===== src/rtl/dram_pkg.sv =====
// Shared types and PC_data encodings for the 16-chip DRAM readout receiver.
package dram_pkg;

  typedef enum logic [2:0] {
    IDLE = 3'd0,
    LOAD = 3'd1,
    LOW  = 3'd2,
    HIGH = 3'd3,
    DONE = 3'd4
  } state_t;

  // Bit positions inside PC_data
  localparam int PC_SCLK = 0;
  localparam int PC_LDN  = 1;
  localparam int PC_INH  = 2;

  // PC_data patterns per phase: {CLK_INV, SR/LD#, sclk}
  localparam logic [2:0] PC_IDLE = 3'b110;
  localparam logic [2:0] PC_LOAD = 3'b100;
  localparam logic [2:0] PC_LOW  = 3'b010;
  localparam logic [2:0] PC_HIGH = 3'b011;

endpackage


===== src/rtl/dram_deser_lane.sv =====
// One chip lane: NBITS shift register, MSB-first serial capture.
module dram_deser_lane #(
  parameter int NBITS = 8
) (
  input  logic             clk,
  input  logic             shift_en,
  input  logic             serial_in,
  output logic [NBITS-1:0] word
);

  // Shift left and take the serial bit into the LSB; first bit ends up as MSB
  always_ff @(posedge clk) begin
    if (shift_en) begin
      word <= {word[NBITS-2:0], serial_in};
    end
  end

endmodule


===== src/rtl/dram16_rd_deser.sv =====
// Drives the external PISO chain and deserialises 16 serial chip lines into words.
module dram16_rd_deser
  import dram_pkg::*;
#(
  parameter int NBITS    = 8,
  parameter int DIV      = 2,
  parameter int LOAD_CYC = 2
) (
  input  logic                  clk,
  input  logic                  rst_n,
  input  logic                  start,
  input  logic [16:1]           DRAM16_data,
  output logic [2:0]            PC_data,
  output logic [16*NBITS-1:0]   data_out,
  output logic                  rd_done,
  output logic                  busy
);

  localparam int CNT_MAX = (DIV > LOAD_CYC) ? DIV : LOAD_CYC;
  localparam int DW      = (CNT_MAX > 1) ? $clog2(CNT_MAX) : 1;
  localparam int BW      = (NBITS > 1) ? $clog2(NBITS) : 1;

  localparam logic [DW-1:0] DIV_LAST  = DW'(DIV - 1);
  localparam logic [DW-1:0] LOAD_LAST = DW'(LOAD_CYC - 1);
  localparam logic [BW-1:0] BIT_LAST  = BW'(NBITS - 1);

  state_t          state, state_nxt;
  logic [DW-1:0]   div_cnt, div_nxt;
  logic [BW-1:0]   bit_cnt, bit_nxt;
  logic            shift_en;
  logic            capture;
  logic [16*NBITS-1:0] lane_words;

  // State and phase counters
  always_ff @(posedge clk or negedge rst_n) begin
    if (!rst_n) begin
      state   <= IDLE;
      div_cnt <= '0;
      bit_cnt <= '0;
    end else begin
      state   <= state_nxt;
      div_cnt <= div_nxt;
      bit_cnt <= bit_nxt;
    end
  end

  // Next-state logic; counters clear only when a phase ends
  always_comb begin
    state_nxt = state;
    div_nxt   = div_cnt;
    bit_nxt   = bit_cnt;
    shift_en  = 1'b0;
    capture   = 1'b0;
    case (state)
      IDLE: begin
        if (start) begin
          state_nxt = LOAD;
          div_nxt   = '0;
        end
      end
      LOAD: begin
        if (div_cnt == LOAD_LAST) begin
          state_nxt = LOW;
          div_nxt   = '0;
          bit_nxt   = '0;
        end else begin
          div_nxt = div_cnt + DW'(1);
        end
      end
      LOW: begin
        if (div_cnt == DIV_LAST) begin
          shift_en  = 1'b1;
          state_nxt = HIGH;
          div_nxt   = '0;
        end else begin
          div_nxt = div_cnt + DW'(1);
        end
      end
      HIGH: begin
        if (div_cnt == DIV_LAST) begin
          div_nxt = '0;
          if (bit_cnt == BIT_LAST) begin
            state_nxt = DONE;
            capture   = 1'b1;
          end else begin
            bit_nxt   = bit_cnt + BW'(1);
            state_nxt = LOW;
          end
        end else begin
          div_nxt = div_cnt + DW'(1);
        end
      end
      DONE:    state_nxt = IDLE;
      default: state_nxt = IDLE;
    endcase
  end

  // Outputs decoded purely from the state register
  always_comb begin
    PC_data = PC_IDLE;
    case (state)
      LOAD:    PC_data = PC_LOAD;
      LOW:     PC_data = PC_LOW;
      HIGH:    PC_data = PC_HIGH;
      default: PC_data = PC_IDLE;
    endcase
  end

  assign rd_done = (state == DONE);
  assign busy    = (state != IDLE);

  // Chip k lane feeds slice [k*NBITS-1 -: NBITS]
  for (genvar k = 1; k <= 16; k++) begin : g_lane
    dram_deser_lane #(.NBITS(NBITS)) u_lane (
      .clk       (clk),
      .shift_en  (shift_en),
      .serial_in (DRAM16_data[k]),
      .word      (lane_words[k*NBITS-1 -: NBITS])
    );
  end

  // Result register: updated only on the edge entering DONE
  always_ff @(posedge clk or negedge rst_n) begin
    if (!rst_n) begin
      data_out <= '0;
    end else if (capture) begin
      data_out <= lane_words;
    end
  end

endmodule


===== config.mk =====
export PLATFORM = sky130hd
export DESIGN_NAME = dram16_rd_deser
export DESIGN_NICKNAME = d
export VERILOG_FILES = /design/src/rtl/dram_pkg.sv /design/src/rtl/dram_deser_lane.sv /design/src/rtl/dram16_rd_deser.sv
export SDC_FILE = /design/constraint.sdc
export NUM_CORES = 1
export LEC_CHECK = 0
export CAP_MARGIN = 20
export CORE_MARGIN = 2
export CORE_UTILIZATION = 55
export CTS_BUF_LIST = sky130_fd_sc_hd__clkbuf_4
export DETAILED_ROUTE_END_ITERATION = 10
export GPL_ROUTABILITY_DRIVEN = 0
export HOLD_SLACK_MARGIN = 0.1
export PLACE_DENSITY = 0.92
export SLEW_MARGIN = 20
export SYNTH_ARGS = -nofsm -noshare
export SYNTH_HDL_FRONTEND = slang
export SYNTH_SLANG_ARGS = --single-unit

===== constraint.sdc =====
create_clock -name clk -period 15.3 [get_ports clk]
set_input_delay 2.295 -clock clk [delete_from_list [all_inputs] [get_ports clk]]
set_output_delay 2.295 -clock clk [all_outputs]
set_load 0.01 [all_outputs]

* After elaboration in Yosys (flattened, before gate mapping)
Index checks and enable logic that the tools add are counted.
** Operators by class
- Add/subtract/negate cells :: 2
- Reduce and logical (&&, ||, !) cells :: 8
- Muxes and demuxes :: 19
- Equality and inequality tests :: 10
** Operators by type and width (number)
- 3-bit two-way mux :: 8
- 3-bit one-hot mux with 4 select lines :: 1
- 2-bit inequality test (second input constant) :: 5
- 3-bit one-hot mux with 3 select lines :: 1
- 4-bit AND reduction :: 2
- 1-bit two-way mux :: 7
- 3-bit by 2-bit == test with 1-bit output (second input constant) :: 2
- 3-bit == test (second input constant) :: 2
- 3-bit one-hot mux with 2 select lines :: 1
- 2-bit nonzero test :: 2
- 3-bit by 1-bit adder with 3-bit output (second input constant) :: 1
- 3-bit by 1-bit == test with 1-bit output (second input constant) :: 1
- 3-bit logical NOT :: 1
- 3-bit nonzero test :: 1
- 3-bit OR reduction :: 1
- 1-bit one-hot mux with 2 select lines :: 1
- 2-bit AND reduction :: 1
- 1-bit adder (second input constant) :: 1
** Word-level totals
- Bits in registers :: 263
- Bits of input ports :: 19
- Logic and storage cells :: 59

* Longest topological paths before layout
- Word-level depth :: 4
- Gate-level depth with buffers :: 7
- Gate-level depth less buffers :: 5

* Modules after synthesis
Synthesis repeated with hierarchy kept, for this count alone.
** Unflattened totals
- Cell total of the unflattened synthesis :: 442
- Area, all modules :: 9525.4 um^2
** By module, submodules not included
- dram16_rd_deser :: area an instance 5681.7 um^2, times used 1, cells an instance 314
- dram_deser_lane :: area an instance 240.2 um^2, times used 16, cells an instance 8

* Least setup slack after synthesis
OpenSTA, ideal clock, no wires.
- Path kind :: register to register
- Start point :: register state[2]
- End point :: register g_lane[10].u_lane.word[0] (enable)
- Period minus slack after synthesis :: 10.860 ns
- Stages on the path, launching flop included :: 4
- Buffers on the path :: 1
- Arrival :: 10.061 ns
- Setup slack :: 4.440 ns
- Cells stage by stage :: dfrtp_1 -> clkbuf_1 -> nand2b_1 -> nor3b_1
** On the way
- Cells in the longest elaborated chain, start to end :: 2
** RTL lines
- start, declared :: line dram16_rd_deser.sv:27 : state_t state, state_nxt;
- start signal, assigned :: line dram16_rd_deser.sv:41 : state <= state_nxt;
- 3-bit by 2-bit == test with 1-bit output :: line dram16_rd_deser.sv:54 : case (state)
- 1-bit two-way mux :: line dram16_rd_deser.sv:54
- via g_lane[10].u_lane.shift_en :: line dram_deser_lane.sv:6 : input logic shift_en,
- end signal, assigned :: line dram_deser_lane.sv:14 : word <= {word[NBITS-2:0], serial_in};
- end, declared :: line dram_deser_lane.sv:8 : output logic [NBITS-1:0] word
The timed path passes the listed nets, and every way through them passes these cells.
A chain may end at the register's enable or synchronous reset.

* Worst setup path in the final report
- Start point :: register state[1]
- End point :: output PC_data[0]
** On the way
- Cells in the longest elaborated chain, start to end :: 2
** RTL lines
- 3-bit by 2-bit == test with 1-bit output or 3-bit by 1-bit == test with 1-bit output (tied branches) :: line dram16_rd_deser.sv:101 : case (state)
- 3-bit one-hot mux with 3 select lines (*) :: line dram16_rd_deser.sv:101
- end, declared :: line dram16_rd_deser.sv:13 : output logic [2:0] PC_data,
Every way passes the cells marked *; elsewhere a longest branch is shown, timed or not.

==> results.txt <==
Outcome - finished, final reports clean
First-pass GRT wire length - 26.9 mm
Sequential share of power - 50.4%
CP endpoint kind - primary output
Die width - 136 um
Yosys cell types - 27
CTS sink cnt - 263
Cell with the most instances after synthesis - dfrtp_1
HP Class - reg2reg
Critical path's slowest cell - clkdlybuf4s50_1
Crit-path max FO - 10
Period minus WS final - 4330 ps
Synth Instances - 438
Wirelength per Cell - 18.3 um
Synth top area share - 40.2%
Chip height - 136 um
Mapped cell area - 9560 um^2
Syn Area/Cell - 21.8 um^2
Max-slew violations - 0
Site Rows - 48
RSZ-0062 raised after global routing - no
Post_cts resized - 0
CP cell instances - and3b_1 -> clkdlybuf4s50_1
Switch Pwr - 0.600 mW
Synthesis-to-layout area growth - 26.0%
Syn_nets - 459
Detail Route Antenna Nets - 0
Synthesized flop and latch total - 263
Critical path class - reg2out
Ant. Diodes - 0
Ys flop type - dfrtp_1
Tot GR Track Use - 19.0%
Synth warn - 0
Number of H-tree levels - 3
Top cells by area, synth - edfxtp_1 40%, dfrtp_1 35%, mux2_4 17%
GR Overflow Total - 0
Max VDD drop - 0.131 mV
Combinational power share - 22.2%
Pwr dens - 189 nW/um^2
Largest net degree at the start of global routing - 81
Largest stage delay, worst path - 600 ps
Post-DP Area - 11100 um^2
Fmax - 231 MHz
Num CTS Buffers - 68
1st-pass router iterations - 7
Clock slew at reported path FFs - 60 ps
Layout cells sized above 1 - 35.3%
Sw frac - 26.4%
Worst Path Required - 13010 ps
Detailed-routed wire length on met2 - 7.97 mm
DR DRC count - 0
Finished Cell Area - 12000 um^2
Total negative slack - 0 ps
Vias - 4623
Final WL - 16.9 mm
Async set or reset register ratio after synthesis - 51.3%
Final period util - 28.3%
Nets - 668
Clock buffer depth - 3
Post-synth EDFFs - 128
TritonCTS clock tree - built
Root Buffer - clkbuf_4
Sequential share of the synthesized area - 75.6%
Slew margin rel. - 25.1%
Vias in the first global route - 5172
Initial core utilization - 55.8%
Top Ports - 152
Worst-Skew Late Latency - 640 ps
Die ar. - 18400 um^2
Met3 wire len - 1.43 mm
Worst-margin pin slew - 1120 ps
Vias per cell - 5.00
Max layer used - met4
Dpl hpwl - 10.1 mm
DRT iter0 DRCs - 239
Clock share of power - 27.5%
Number of max-cap violations - 0
Core area - 17100 um^2
Final Hold Viols - 0
Metal-1 WL - 7.20 mm
Post-synth top cells - 135 x dfrtp_1, 128 x edfxtp_1, 109 x mux2_4
Hold-fix buffers at CTS - 0
Post-CTS setup buffers - 0
Initial antenna violation count - 0
Flop2flop setup slack - 12490 ps
WP data arrival - 2030 ps
Pleak - 5.07 nW
Final setup violation count - 0
Post-synth top area cell - edfxtp_1
Clock Skew - 50.0 ps
PortBufs - 151
Worst setup SP type - register
Internal power - 1.68 mW
-- flip-flops by register name, summed over array words and instances, names as in the netlist --
signal	flops
g_lane.u_lane.word	128
div_cnt	1
state	3
bit_cnt	3
data_out	128
-- routing by layer --
| metal | up-vias | global-route usage (%) |
|---|---|---|
| met5 | - | 0 |
| met4 | 0 | 7.99 |
| met3 | 24 | 8.05 |
| met2 | 176 | 29.0 |
| met1 | 2347 | 24.2 |
| li1 | 2076 | - |
-- critical path: cells and delay by family, from the launching register on --
family,cells,cell delay [ps]
buf+inv,1,600
flops,1,530
simple gates,1,300
-- cell type report --
cell class,instances,area (um^2)
multi-input cells,156,2060
inverters,2,7.51
well taps,225,282
clock buffers,110,826
flip-flops and latches,263,7220
repair buffers,156,1550
clock inverters,13,101
fillers,1053,5070
-- stage by stage --
step	hold WS [ps]	power (mW)	std cells	setup slack [ps]	util [%]
2_1_floorplan	420	1.41	438	4440	-
3_3_place_gp	428	1.63	802	11600	65.0
3_5_place_dp	429	1.67	802	11510	65.0
4_1_cts	430	2.31	925	10950	70.4
5_1_grt	437	2.40	925	10880	70.4
6_report	429	2.28	925	10970	70.4
-- power by group through the flow --
stage / combinational, mW / clock (mW) / sequential, mW
after floorplan: 0.206 / 0 / 1.21
after global placement: 0.493 / 0 / 1.14
after detailed placement: 0.510 / 0 / 1.16
after CTS: 0.512 / 0.646 / 1.15
after global routing: 0.538 / 0.685 / 1.17
final: 0.505 / 0.625 / 1.15
-- kinds of logic (layout without fill, tap and decap cells) --
logic type	count (synthesis)	in the layout	synth area share (%)
adders and majority gates	2	2	0.262
buffers and inverters	19	281	2.97
muxes	132	132	19.8
and+or+nand+nor	17	17	1.03
AOI/OAI and AO/OA	5	5	0.367
DFF	263	263	75.6
-- layout by cell type (no fill, tap or decap), drive strengths merged --
master / instances
and2b: 1
nor3b: 1
clkinv: 7
nand2b: 1
clkbuf: 110
mux2i: 2
o31ai: 1
mux2: 130
o21ai: 2
nand2: 4
a211oi: 1
and2: 1
nor3: 2
and3b: 1
or3: 1
dfrtp: 135
clkdlybuf4s50: 150
and4: 1
nor2b: 1
inv: 6
bufinv: 2
edfxtp: 128
a21oi: 1
ha: 2
nor2: 3
buf: 6
-- path summary, 6_finish.rpt --
path / to / cells past startpoint / from
min in group asynchronous: data_out[37] / 1 / rst_n
max: PC_data[0] / 2 / state[1]
max in group asynchronous: data_out[66] / 2 / rst_n
max reg2reg: g_lane[16].u_lane.word[7] / 4 / state[1]
min reg2reg: g_lane[6].u_lane.word[6] / 0 / g_lane[6].u_lane.word[5]
min: g_lane[6].u_lane.word[6] / 0 / g_lane[6].u_lane.word[5]
No activity file was read; power rests on OpenSTA's default activity.
